[src/rtl/pll_pkg.sv]
// pll_pkg: constants and state encoding shared by the reference-clock generator
// and its phase timer.
//   N_W        width of period values (matches the PLL multiplication-factor width)
//   S_W        width of phase-step length / stretch accumulator
//   DEFAULT_N  period in clk cycles after reset
//   MIN_PERIOD smallest period that still has one high and one low cycle
package pll_pkg;

    localparam int unsigned N_W        = 15;
    localparam int unsigned S_W        = 8;
    localparam int unsigned DEFAULT_N  = 10;
    localparam int unsigned MIN_PERIOD = 2;

    typedef enum logic [1:0] {
        StIdle,
        StHigh,
        StLow,
        StStretch
    } state_t;

endpackage

[src/rtl/phase_timer.sv]
// phase_timer: loadable down-counter timing one phase (high, low or stretch).
//   clk       system clock
//   reset     synchronous reset, active-high
//   load      load load_val into the counter this cycle
//   load_val  phase length minus one
//   done      counter has reached zero (last cycle of the current phase)
module phase_timer
    import pll_pkg::*;
#(
    parameter int unsigned W = N_W
) (
    input  logic         clk,
    input  logic         reset,
    input  logic         load,
    input  logic [W-1:0] load_val,
    output logic         done
);

    logic [W-1:0] count;

    always_ff @(posedge clk) begin
        if (reset) begin
            count <= '0;
        end else if (load) begin
            count <= load_val;
        end else if (count != '0) begin
            count <= count - W'(1);
        end
    end

    assign done = (count == '0);

endmodule

[src/rtl/ref_clk_gen.sv]
// ref_clk_gen: programmable square-wave reference for the PLL, period in clk cycles.
//   clk         system clock
//   reset       synchronous reset, active-high
//   enable      high = generate, low = park fref low
//   period_n    requested period, captured on load (values below 2 clamp to 2)
//   load        strobe: capture period_n as pending
//   step_req    strobe: add step_len extra low cycles to the stretch accumulator
//   step_len    phase-step length
//   fref        generated reference (registered)
//   rise        strobe on the first high cycle of each period
//   period_ack  strobe: pending period became active (coincides with rise)
//   pend        a period update is pending
module ref_clk_gen #(
    parameter int unsigned N_W       = pll_pkg::N_W,
    parameter int unsigned DEFAULT_N = pll_pkg::DEFAULT_N,
    parameter int unsigned S_W       = pll_pkg::S_W
) (
    input  logic           clk,
    input  logic           reset,
    input  logic           enable,
    input  logic [N_W-1:0] period_n,
    input  logic           load,
    input  logic           step_req,
    input  logic [S_W-1:0] step_len,
    output logic           fref,
    output logic           rise,
    output logic           period_ack,
    output logic           pend
);

    import pll_pkg::*;

    state_t         state;
    logic [N_W-1:0] period;
    logic [N_W-1:0] pend_val;
    logic [N_W-1:0] p_next;
    logic [N_W-1:0] hi_len;
    logic [N_W-1:0] lo_len;
    logic [N_W-1:0] load_clamped;
    logic [N_W-1:0] tmr_val;
    logic [S_W-1:0] acc;
    logic [S_W-1:0] acc_base;
    logic [S_W-1:0] acc_next;
    logic [S_W:0]   acc_sum;
    logic           go_high;
    logic           go_low;
    logic           go_stretch;
    logic           tmr_load;
    logic           tmr_done;

    phase_timer #(
        .W (N_W)
    ) u_timer (
        .clk      (clk),
        .reset    (reset),
        .load     (tmr_load),
        .load_val (tmr_val),
        .done     (tmr_done)
    );

    always_comb begin
        // Period that will govern the next high phase if we enter HIGH now.
        p_next       = pend ? pend_val : period;
        hi_len       = p_next - (p_next >> 1);
        lo_len       = period >> 1;
        load_clamped = (period_n < N_W'(MIN_PERIOD)) ? N_W'(MIN_PERIOD) : period_n;

        go_high    = 1'b0;
        go_low     = 1'b0;
        go_stretch = 1'b0;
        if (enable) begin
            unique case (state)
                StIdle:    go_high = 1'b1;
                StHigh:    go_low  = tmr_done;
                StLow: begin
                    if (tmr_done) begin
                        if (acc != '0) go_stretch = 1'b1;
                        else           go_high    = 1'b1;
                    end
                end
                StStretch: go_high = tmr_done;
            endcase
        end

        tmr_load = go_high | go_low | go_stretch;
        tmr_val  = '0;
        if (go_high)         tmr_val = hi_len - N_W'(1);
        else if (go_low)     tmr_val = lo_len - N_W'(1);
        else if (go_stretch) tmr_val = N_W'(acc) - N_W'(1);

        // The accumulator is handed to the timer on stretch entry, so steps
        // arriving during the stretch build up for the following period.
        acc_base = go_stretch ? '0 : acc;
        acc_next = acc_base;
        acc_sum  = '0;
        if (step_req && (step_len != '0)) begin
            acc_sum  = {1'b0, acc_base} + {1'b0, step_len};
            acc_next = acc_sum[S_W] ? '1 : acc_sum[S_W-1:0];
        end
    end

    always_ff @(posedge clk) begin
        if (reset) begin
            state      <= StIdle;
            fref       <= 1'b0;
            rise       <= 1'b0;
            period_ack <= 1'b0;
            pend       <= 1'b0;
            pend_val   <= '0;
            period     <= N_W'(DEFAULT_N);
            acc        <= '0;
        end else begin
            rise       <= 1'b0;
            period_ack <= 1'b0;
            acc        <= acc_next;

            if (!enable) begin
                state <= StIdle;
                fref  <= 1'b0;
            end else if (go_high) begin
                state      <= StHigh;
                fref       <= 1'b1;
                rise       <= 1'b1;
                period_ack <= pend;
                period     <= p_next;
            end else if (go_low) begin
                state <= StLow;
                fref  <= 1'b0;
            end else if (go_stretch) begin
                state <= StStretch;
            end

            // A load on the application edge wins: it stays pending for the next boundary.
            if (load) begin
                pend     <= 1'b1;
                pend_val <= load_clamped;
            end else if (go_high) begin
                pend <= 1'b0;
            end
        end
    end

endmodule

[config.mk]
export PLATFORM = sky130hd
export DESIGN_NAME = ref_clk_gen
export DESIGN_NICKNAME = d
export VERILOG_FILES = /design/src/rtl/pll_pkg.sv /design/src/rtl/phase_timer.sv /design/src/rtl/ref_clk_gen.sv
export SDC_FILE = /design/constraint.sdc
export NUM_CORES = 1
export LEC_CHECK = 0
export CORE_AREA = 2 2 90 100
export CTS_CLUSTER_DIAMETER = 40
export DETAILED_ROUTE_END_ITERATION = 7
export DIE_AREA = 0 0 92 102
export GPL_ROUTABILITY_DRIVEN = 0
export PLACE_DENSITY_LB_ADDON = 0.3
export SYNTH_ARGS = -nofsm -noshare
export SYNTH_HDL_FRONTEND = slang
export SYNTH_HIERARCHICAL = 1
export SYNTH_SLANG_ARGS = --single-unit
[constraint.sdc]
create_clock -name clk -period 12.4 [get_ports clk]
set_clock_uncertainty 0.2 [all_clocks]
set_input_delay 3.72 -clock clk [delete_from_list [all_inputs] [get_ports clk]]
set_output_delay 3.72 -clock clk [all_outputs]
set_load 0.05 [all_outputs]
==> metrics <==
compound-gate portion of the synthesized area 18.86%; Post-synth EDFFs 0; final worst path period share 55.52%; RSZ-0062 raised after global routing false; clk slew on worst S/H paths 0.07 ns; Data arrival, critical path 6.86 ns; DP HPWL 7123 um; Max Cap Violations 0; grt met3 use 4.425%; Synth Warn # 6; Internal 492.0 uW; Synth Cell Area 4173 um^2; Core Util, Final 56.63%; initial core utilization 50.15%; row cnt 35; Comb pwr share 46.9%; DIE AREA 9384 um^2; Avg Inst Size Synth 8.230 um^2; Top delay family on crit path compound AO/OA/AOI/OAI gates; clk_lat worst skew 0.35 ns; Crit. End Element register; met1 Use GR 27.66%; Post-synth top cells 59 x dfxtp_1, 54 x nor2_1, 45 x nand2_1; setup ws final 5.516 ns; Die H 102 um; first-pass GRT wire length 16880 um; Min-Delay Startpoint fref$_SDFFE_PP0P_; DRT iter0 DRCs 155; Setup Fix Bufs, Post-CTS 0; maximum VDD drop 0.06572 mV; Slew Limit Fails 0; Global Route met2 Usage 38.69%; DRT antenna net count 0; final setup fails 0; xor and xnor area share after synthesis 9.025%; Place WS 5.175 ns; CTS Sinks 59; Vias 3698; Worst R2R Start u_timer/count[0]$_SDFFE_PP0P_; root buffer cell clkbuf_8; Final nets 583; post-route setup TNS 0 ns; Hold Path Sink fref$_SDFFE_PP0P_; DR WL/cell 15.12 um; All-Layer GR Usage 22.14%; WP data required 12.38 ns; worst path cell trace clkdlybuf4s50_1, nand3_1, nand2_1, inv_1, ha_1, fa_1, a211oi_1, o21bai_1, a21o_1, a31oi_1, a221oi_1; post-synthesis sequential area ratio 28.31%; Inserted Clock Buffers 9; largest net degree at the start of global routing 51; final hold vios 0; Leak 0.002008 uW; Syn Inst Count 507; Sw Share 40.45%; Routed Wire Length 9738 um; minimum clock period 6.884 ns; Clk pwr share 21.6%; DR vias/cell 5.742; r2r worst-path depth 14; kind of critical path input pin to register; Die W 92 um; sequential power share 31.5%; Max Buffers Root-to-Sink 2; Worst path slowest cell clkdlybuf4s50_1; proportion of synthesized area in mux cells 7.526%; synthesized flop and latch total 59; # diodes 0; grt total ovfl 0; # fillers 801; TritonRoute pass-1 iters 5; worst path bufs/invs 2; most frequent cell after synthesis dfxtp_1; status complete, no violations; worst hold path depth 2; reg-to-reg slack, setup 7.70 ns; R2R Path End acc[2]$_SDFF_PP0_; core area 8320 um^2; Synth Area in Simple Gates 22.07%; PD cells 175.3 nW/um^2; Max stage delay on crit path 0.55 ns; Crit Path Max Fanout 16; Yosys top cell by area dfxtp_1; busiest grt layer met2; CTS resizes 0; largest family of logic cells by synthesized area simple AND/OR/NAND/NOR gates; Worst Tran Pin Value 1.110 ns; dominant synthesized flop cell dfxtp_1; vias in the first global route 3607; Slew HR 25.20%; Hold Crit Class register to register; Hold-fix buffers, CTS 0; syn_nets 562; post-synth cell types 65; FMAX 145.3 MHz; # H-tree levels 3; drt drc 0; area grow syn2layout 12.92%; share of cells above drive strength 1 8.630%; P_sw 334.2 uW; Setup crit start kind input pin; Area contributors post-synth dfxtp_1 28%, ha_1 7.5%, mux2i_1 6.7%; IO Count 32; initial antenna violation count 0; post-synthesis adder-cell area fraction 8.456%; share of the synthesized area in the top cell type 28.31%; FFs w/ async S/R, synth 0%; CTS tree done; Port Buf Inserts 31; Worst Hold Slack 0.2760 ns
[logic make-up (layout without fill, tap and decap cells)]
| family | count (synthesis) | in the layout |
|---|---|---|
| buf+inv | 56 | 82 |
| mux | 31 | 31 |
| simple gates | 179 | 179 |
| flops | 59 | 59 |
| fa+ha+maj | 27 | 27 |
| compound gates | 112 | 112 |
| xor+xnor | 43 | 43 |
[cell type report]
class | instances | area [um^2] | area share [%]
clock buffer | 11 | 141.4 | 3.001
clock inverter | 5 | 52.55 | 1.115
inverter | 33 | 123.9 | 2.629
multi-input combinational | 392 | 2754 | 58.44
sequential | 59 | 1181 | 25.07
tap | 111 | 138.9 | 2.947
timing repair buffer | 33 | 320.3 | 6.798
[layout by cell type (no fill, tap or decap), drive strengths merged, types with 4 or more instances in the layout]
cell type and n:
a211o 5, a211oi 16, a21o 7, a21oi 26
a221oi 8, and2 5, and3 4, clkbuf 11
clkdlybuf4s50 30, dfxtp 59, ha 25, inv 33
mux2i 28, nand2 45, nand3 8, nand4 4
nor2 54, nor3 22, nor4 11, o21ai 23
o22ai 7, or4 9, xnor2 23, xor2 20
[state kept, by name, summed over array words and instances (netlist names)]
register,cells
state,2
u_timer/count,15
period,15
acc,8
fref,1
period_ack,1
rise,1
pend_val,15
pend,1
[worst register-to-register path, delay by kind of cell (launching register included)]
family	cells	cell delay [ns]
simple gates	4	1.80
buf+inv	2	0.14
flops	1	0.33
compound gates	5	1.19
fa+ha+maj	3	0.87
[stage by stage]
stage / total power (uW) / area (um^2) / instances
floorplan: 579.4 / 4173 / 507
global placement: 634.2 / 4518 / 628
detailed placement: 644.3 / 4518 / 628
global route: 883.1 / 4712 / 644
CTS: 826.5 / 4712 / 644
finish: 826.2 / 4712 / 644
[worst max path at each step]
stage	end	slack, ns	depth (start not counted)	from
after floorplan	acc[6]$_SDFF_PP0_	6.21	12	enable
after global routing	acc[0]$_SDFF_PP0_	5.20	11	enable
after detailed placement	acc[2]$_SDFF_PP0_	5.18	11	enable
after CTS	acc[2]$_SDFF_PP0_	5.52	11	enable
final	acc[2]$_SDFF_PP0_	5.52	11	enable
after global placement	acc[0]$_SDFF_PP0_	5.25	11	enable
[metal layers]
layer	up-vias	share of wire [%]
met4	0	1.4
met1	1747	46
met2	68	50
met3	12	2.8
met5	-	0
li1	1871	-
[power by group through the flow]
stage          clock network, uW  registers (uW)  logic, uW
4_1_cts                      181             260        386
3_3_place_gp                   0             263        372
5_1_grt                      190             267        426
6_report                     179             260        387
3_5_place_dp                   0             264        381
2_1_floorplan                  0             257        323
Note: power is estimated with default switching activity, not from simulation.
